--- src/rtl/bl_d1_row_ser8.sv ---
// Row serializer: buffers one 8-sample row from eight parallel streams and
// emits it as 8 sequential tokens on a single stream, element 0 first.

module bl_d1_row_ser8_lane #(
   parameter int W = 16
) (
   input  logic         clock,
   input  logic         reset,
   input  logic         ld,
   input  logic [W-1:0] d,
   output logic [W-1:0] q
);
   always_ff @(posedge clock or posedge reset)
      if (reset)   q <= '0;
      else if (ld) q <= d;
endmodule

module bl_d1_row_ser8 #(
   parameter int W = 16
) (
   input  logic         clock,
   input  logic         reset,
   input  logic [W-1:0] i0_d, i1_d, i2_d, i3_d, i4_d, i5_d, i6_d, i7_d,
   input  logic         i0_v, i1_v, i2_v, i3_v, i4_v, i5_v, i6_v, i7_v,
   input  logic         i0_e, i1_e, i2_e, i3_e, i4_e, i5_e, i6_e, i7_e,
   output logic         i0_b, i1_b, i2_b, i3_b, i4_b, i5_b, i6_b, i7_b,
   output logic [W-1:0] o_d,
   output logic         o_v,
   output logic         o_e,
   input  logic         o_b,
   output logic         err
);
   localparam int LANES = 8;

   typedef enum logic [1:0] {LOAD, EMIT, EOS, DONE} state_t;

   state_t                      state, state_nx;
   logic [2:0]                  cnt, cnt_nx;
   logic                        err_nx;
   logic [LANES-1:0][W-1:0]     in_d, row_buf;
   logic [LANES-1:0]            in_v, in_e;
   logic                        allv, alle, anye, slot, fire, fire_eos, mixed, in_b;

   assign in_d = {i7_d, i6_d, i5_d, i4_d, i3_d, i2_d, i1_d, i0_d};
   assign in_v = {i7_v, i6_v, i5_v, i4_v, i3_v, i2_v, i1_v, i0_v};
   assign in_e = {i7_e, i6_e, i5_e, i4_e, i3_e, i2_e, i1_e, i0_e};

   assign allv     = &in_v;
   assign alle     = &in_e;
   assign anye     = |in_e;
   // A new row may enter while idle, or exactly as the last element leaves.
   assign slot     = (state == LOAD) || (state == EMIT && cnt == 3'd7 && !o_b);
   assign fire     = slot && allv && !anye;
   assign fire_eos = slot && allv && alle;
   assign mixed    = slot && allv && anye && !alle;

   // All-or-nothing consumption; held off while reset is asserted.
   assign in_b = reset || !(fire || fire_eos);
   assign {i7_b, i6_b, i5_b, i4_b, i3_b, i2_b, i1_b, i0_b} = {LANES{in_b}};

   assign o_v = (state == EMIT) || (state == EOS);
   assign o_e = (state == EOS);
   assign o_d = (state == EMIT) ? row_buf[cnt] : '0;

   for (genvar k = 0; k < LANES; k++) begin : g_lane
      bl_d1_row_ser8_lane #(.W(W)) u_lane (
         .clock (clock),
         .reset (reset),
         .ld    (fire),
         .d     (in_d[k]),
         .q     (row_buf[k])
      );
   end

   always_comb begin
      state_nx = state;
      cnt_nx   = cnt;
      err_nx   = err || mixed;
      case (state)
         LOAD: begin
            if (fire) begin
               cnt_nx   = 3'd0;
               state_nx = EMIT;
            end else if (fire_eos) begin
               state_nx = EOS;
            end
         end
         EMIT: begin
            if (!o_b) begin
               if (cnt != 3'd7) begin
                  cnt_nx = cnt + 3'd1;
               end else if (fire) begin
                  cnt_nx = 3'd0;
               end else if (fire_eos) begin
                  cnt_nx   = 3'd0;
                  state_nx = EOS;
               end else begin
                  cnt_nx   = 3'd0;
                  state_nx = LOAD;
               end
            end
         end
         EOS:     if (!o_b) state_nx = DONE;
         DONE:    state_nx = DONE;
         default: state_nx = LOAD;
      endcase
   end

   always_ff @(posedge clock or posedge reset)
      if (reset) begin
         state <= LOAD;
         cnt   <= 3'd0;
         err   <= 1'b0;
      end else begin
         state <= state_nx;
         cnt   <= cnt_nx;
         err   <= err_nx;
      end
endmodule

--- config.mk ---
export PLATFORM = sky130hd
export DESIGN_NAME = bl_d1_row_ser8
export DESIGN_NICKNAME = d
export VERILOG_FILES = /design/src/rtl/bl_d1_row_ser8.sv
export SDC_FILE = /design/constraint.sdc
export NUM_CORES = 1
export LEC_CHECK = 0
export CAP_MARGIN = 5
export CORE_UTILIZATION = 53
export CTS_BUF_LIST = sky130_fd_sc_hd__clkbuf_16
export DETAILED_ROUTE_END_ITERATION = 8
export GPL_TIMING_DRIVEN = 0
export PLACE_DENSITY = 0.89
export SLEW_MARGIN = 20
export SYNTH_ARGS = -nofsm -noshare
export SYNTH_HDL_FRONTEND = slang
export SYNTH_SLANG_ARGS = --single-unit
--- constraint.sdc ---
create_clock -name clock -period 8.8 [get_ports clock]
set_clock_uncertainty 0.05 [all_clocks]
set_input_delay 0.88 -clock clock [delete_from_list [all_inputs] [get_ports clock]]
set_output_delay 0.88 -clock clock [all_outputs]
set_load 0.01 [all_outputs]
# [Yosys cells after proc, flatten, opt, wreduce, memory -nomap -nowiden]
# Cells that the tools add are included.
# Widths: inputs -> output; s select.
[totals] elab_cells=62 input_bits=147 out_inout_bits=27 reg_bits=134
[op_classes] n_reduce_logical=23 order_cmp=1 mux=15 n_eq_ne=11 addsub=1
[op_table] cell="$bmux 16 s3" count=1
[op_table] cell="$mux 16" count=2
[op_table] cell="$reduce_and 8->1" count=2
[op_table] cell="$mux 2" count=7
[op_table] cell="$ne 2x2->1 const B" count=5
[op_table] cell="$mux 3" count=3
[op_table] cell="$pmux 2 s4" count=1
[op_table] cell="$reduce_or 8->1" count=1
[op_table] cell="$logic_and 1x1->1" count=7
[op_table] cell="$ne 3x3->1 const B" count=2
[op_table] cell="$pmux 3 s2" count=1
[op_table] cell="$logic_or 1x1->1" count=5
[op_table] cell="$reduce_and 5->1" count=1
[op_table] cell="$eq 2x2->1 const B" count=2
[op_table] cell="$logic_not 1->1" count=4
[op_table] cell="$lt 3x4->1 const B" count=1
[op_table] cell="$add 3x1->3 const B" count=1
[op_table] cell="$eq 3x3->1 const B" count=1
[op_table] cell="$reduce_and 3->1" count=1
[op_table] cell="$eq 2x1->1 const B" count=1
[op_table] cell="$logic_not 2->1" count=1
[op_table] cell="$reduce_bool 2->1" count=1

# [Logic depth before layout (Yosys ltp)]
[depth] depth_word=11 ltp_mapped=9 ltp_nobuf=7

# [Modules after synthesis]
# Synthesis repeated with hierarchy kept, for this count alone.
[unflattened] cells_unflattened=424 hier_area_um2=6870.3
[by_module_without_submodules] module="bl_d1_row_ser8_lane" seq_area_each_um2=400.4 n_inst=8 cells_per_inst=35 area_per_inst_um2=653.1
[by_module_without_submodules] module="bl_d1_row_ser8" seq_area_each_um2=150.1 n_inst=1 cells_per_inst=144 area_per_inst_um2=1645.3

# [Worst setup path after synthesis]
# OpenSTA, ideal clock, no wires.
[synth_timing] kind="input port to output port" startpoint="input port reset" endpoint="output port i1_b" path_slack_ps=3039 required_ps=7870 path_buffers=1 cell_stages=3 arrival_ps=4831 path_cell_list="inv_1 -> nand2b_1 -> buf_4"
[synth_between] elab_chain_cells=1
[synth_lines] item="start: declaration" line="22" rtl="input logic reset,"
[synth_lines] item="$logic_or 1x1->1" line="58" rtl="assign in_b = reset || !(fire || fire_eos);"
[synth_lines] item="end: declaration" line="26" rtl="output logic i0_b, i1_b, i2_b, i3_b, i4_b, i5_b, i6_b, i7_b,"
# No other way between the ends.

# [Worst setup path in the final report]
[layout_timing] startpoint="register state[1]" endpoint="output port o_d[1]"
[layout_between] elab_chain_cells=2
[layout_lines] item="start: declaration" line="37" rtl="state_t state, state_nx;"
[layout_lines] item="start signal: assignment" line="115" rtl="state <= state_nx;"
[layout_lines] item="$eq 2x1->1" line="63" rtl="assign o_d = (state == EMIT) ? row_buf[cnt] : '0;"
[layout_lines] item="$mux 16" line="63"
[layout_lines] item="end: declaration" line="27" rtl="output logic [W-1:0] o_d,"
# No other way between the ends.

==> results.md <==
* Cell Rows at 40
* Post-CTS Setup Inserts at 0
* Clock Latency Late Sink at 410 ps
* Unrepaired setup endpoints after global routing: false
* Outcome: finished clean
* Max-slew violation count at 0
* Post-Layout Inst Area at 0.00924 mm2
* # DRC at 0
* Crit path required time at roughly 7900 ps
* Average wire per standard cell at 17.6 um
* Critical path launch point type: register
* Pre-CTS WS at 4760 ps
* Fillers at between 800 and 900
* Die Width at 114 um
* Final Hold Vio Count at 0
* Synthesized cell area at 0.00668 mm2
* Data arrival, critical path at roughly 3100 ps
* Num CTS Buffers at 17
* Post-route ant nets at 0
* Largest net degree at the start of global routing at 71
* Post-detail-place hpwl at 13.3 mm
* Slew margin rel. at 68.9%
* Vias in the first global route at 5849
* Crit Path Class: register to primary output
* Pwr Density at 153 mW/mm2
* Syn-to-layout area delta at 38.4%
* Async SR Flop Fraction at 100%
* Max H-tree Level at 4
* Syn_nets at 848
* # diodes at 0
* Core Region at ~0.012 mm2
* Crit-path max FO at 10
* Remaining global-route overflow at 0
* Initial antenna violation count at 0
* Root buf cell: clkbuf_16
* Router iterations before antenna repair at 5
* VDD IR max at 0.000134 V
* Placed instance area at 0.00865 mm2
* Routability cong. at between 0.8 and 0.9
* I/O Pins at approximately 170
* Ys flop type: dfrtp_1
* PortBufs at 173
* Routed WL at about 19 mm
* #FFs+latches synth at 134
* Worst Max-Slew Pin Slew at 467 ps
* Yosys cell types at 38
* CTS tree: yes
* P_leak at 4.53 nW
* HP Class: register to register
* Flop2flop setup slack at between 6000 and 7000 ps
* Peak Freq at 0.248 GHz
* Tmin final at roughly 4000 ps
* Period utilization at between 40% and 50%
* Yosys top cell by area: dfrtp_1
* Layout cells sized above 1 at between 10% and 20%
* Starting Density at 54.9%
* DR iter-0 viols at 353
* CTS-repair resized insts at 0
* Sink Count at 134
* Clk buf depth at 2
* Global Route Usage Sum at 30.7%
* Seq/Total Area, Yosys at 50.2%
* Number of max-cap violations at 0
* Post-synth EDFFs at 0
* Setup ws final at 4770 ps
* Vias at 5787
* Crit path capture type: primary output
* Final nets at about 1000
* Most area-consuming cells after synthesis: dfrtp_1, nand2_1, mux4_2, buf_12, clkbuf_8
* Mean Syn Cell Area at 9.62 um2
* Clock-pin slew on the worst setup and hold paths at 60 ps
* Die footprint at 0.0130 mm2
* First-pass GRT wire length at 29.6 mm
* Final TNS setup at 0 ps
* Synthesized netlist cell count at between 600 and 700
* Synth warn at 0
* Die H at between 100 and 150 um
* Final-report setup violation count at 0
* Yosys top cell area share at 50.2%
* CTS Hold Buffers Added at 0
* Vias per std cell at 5.42
per-stage QoR:
stage	hold slack, ps	power (mW)	cells	util (%)
final	418	1.41	1068	76.0
after global routing	436	1.44	1068	76.0
after CTS	423	1.41	1068	76.0
after detailed placement	408	0.712	1036	71.1
after global placement	402	0.710	1035	70.9
after floorplan	390	0.638	694	-
area by class of cell:
type                            instances  area [um2]  area share [%]
Clock inverter                         15         164            1.77
Multi-Input combinational cell        506        2760            29.9
Timing Repair Buffer                  174        1760            19.0
Inverter                                6        30.0           0.325
Clock buffer                           17         425            4.60
Buffer                                 48         538            5.82
Sequential cell                       134        3350            36.3
Tap cell                              168         210            2.27
cell usage after synthesis (2+ instances only):
| master | instances |
|---|---|
| nand2_1 | 418 |
| dfrtp_1 | 134 |
| mux4_2 | 32 |
| a21boi_0 | 16 |
| buf_12 | 11 |
| clkbuf_8 | 10 |
| buf_2 | 9 |
| buf_4 | 8 |
| ha_1 | 7 |
| buf_6 | 5 |
| inv_1 | 5 |
| clkbuf_1 | 4 |
| nand4_1 | 4 |
| a21oi_1 | 3 |
| mux2_2 | 2 |
| mux2i_1 | 2 |
| nor2_1 | 2 |
| or4_4 | 2 |
final timing paths:
path,startpoint,endpoint,cells after the start
worst max-delay path,state[1]$_DFFE_PP0P_,o_d[1],6
worst min-delay path,g_lane[3].u_lane.q[12]$_DFFE_PP0N_,g_lane[3].u_lane.q[12]$_DFFE_PP0N_,2
worst max register to register,state[1]$_DFFE_PP0P_,cnt[1]$_DFFE_PP0P_,7
worst min register to register,g_lane[3].u_lane.q[12]$_DFFE_PP0N_,g_lane[3].u_lane.q[12]$_DFFE_PP0N_,2
max in group asynchronous,reset,cnt[1]$_DFFE_PP0P_,3
min in group asynchronous,reset,g_lane[0].u_lane.q[1]$_DFFE_PP0N_,2
worst max-delay path, stage by stage, from the launching register on:
cell	delay (ps)
dfrtp_1	400
inv_1	140
ha_1	290
buf_1	390
clkbuf_1	410
a21boi_0	440
clkdlybuf4s50_1	620
layout by cell type (no fill, tap or decap), types with 2 or more instances in the layout:
cell type | synthesis | layout
nand2_1 | 418 | 418
clkdlybuf4s50_1 | 0 | 173
dfrtp_1 | 134 | 134
mux4_2 | 32 | 32
clkbuf_16 | 0 | 17
a21boi_0 | 16 | 16
buf_12 | 11 | 11
clkbuf_8 | 10 | 10
buf_2 | 9 | 9
buf_4 | 8 | 8
ha_1 | 7 | 7
inv_1 | 5 | 6
buf_6 | 5 | 5
nand4_1 | 4 | 4
clkbuf_1 | 4 | 4
clkinvlp_4 | 0 | 4
a21oi_1 | 3 | 3
bufinv_16 | 0 | 3
clkinv_2 | 0 | 3
or4_4 | 2 | 2
mux2_2 | 2 | 2
clkinv_1 | 1 | 2
nor2_1 | 2 | 2
mux2i_1 | 2 | 2
state kept, by name, summed over array words and instances, names as in the netlist:
register	count
state	2
g_lane.u_lane.q	128
err	1
cnt	3
power by group:
group	leakage, nW	switching, mW	internal, mW
Combinational	2.39	0.0252	0.0591
Sequential	1.86	0.0000143	0.616
Clock	0.285	0.270	0.441
Total	4.53	0.296	1.12
per-layer routing:
metal	global-route usage [%]	vias up	wire, um	part of all wire [%]
met4	13.8	0	556	3.0
met5	0	-	0	0
met3	6.56	43	1720	9.2
li1	-	2598	-	-
met2	50.0	325	9170	49
met1	39.9	2821	7320	39
cell families (layout without fill, tap and decap cells):
kind of cell	count (synthesis)	in the layout	synth area share [%]
and+or+nand+nor	435	435	25.3
AOI/OAI and AO/OA	27	27	3.13
DFF	134	134	50.2
muxes	37	37	11.6
buffers and inverters	54	260	8.40
adders and majority gates	7	7	1.31
Power figures use the tool's default switching activity.
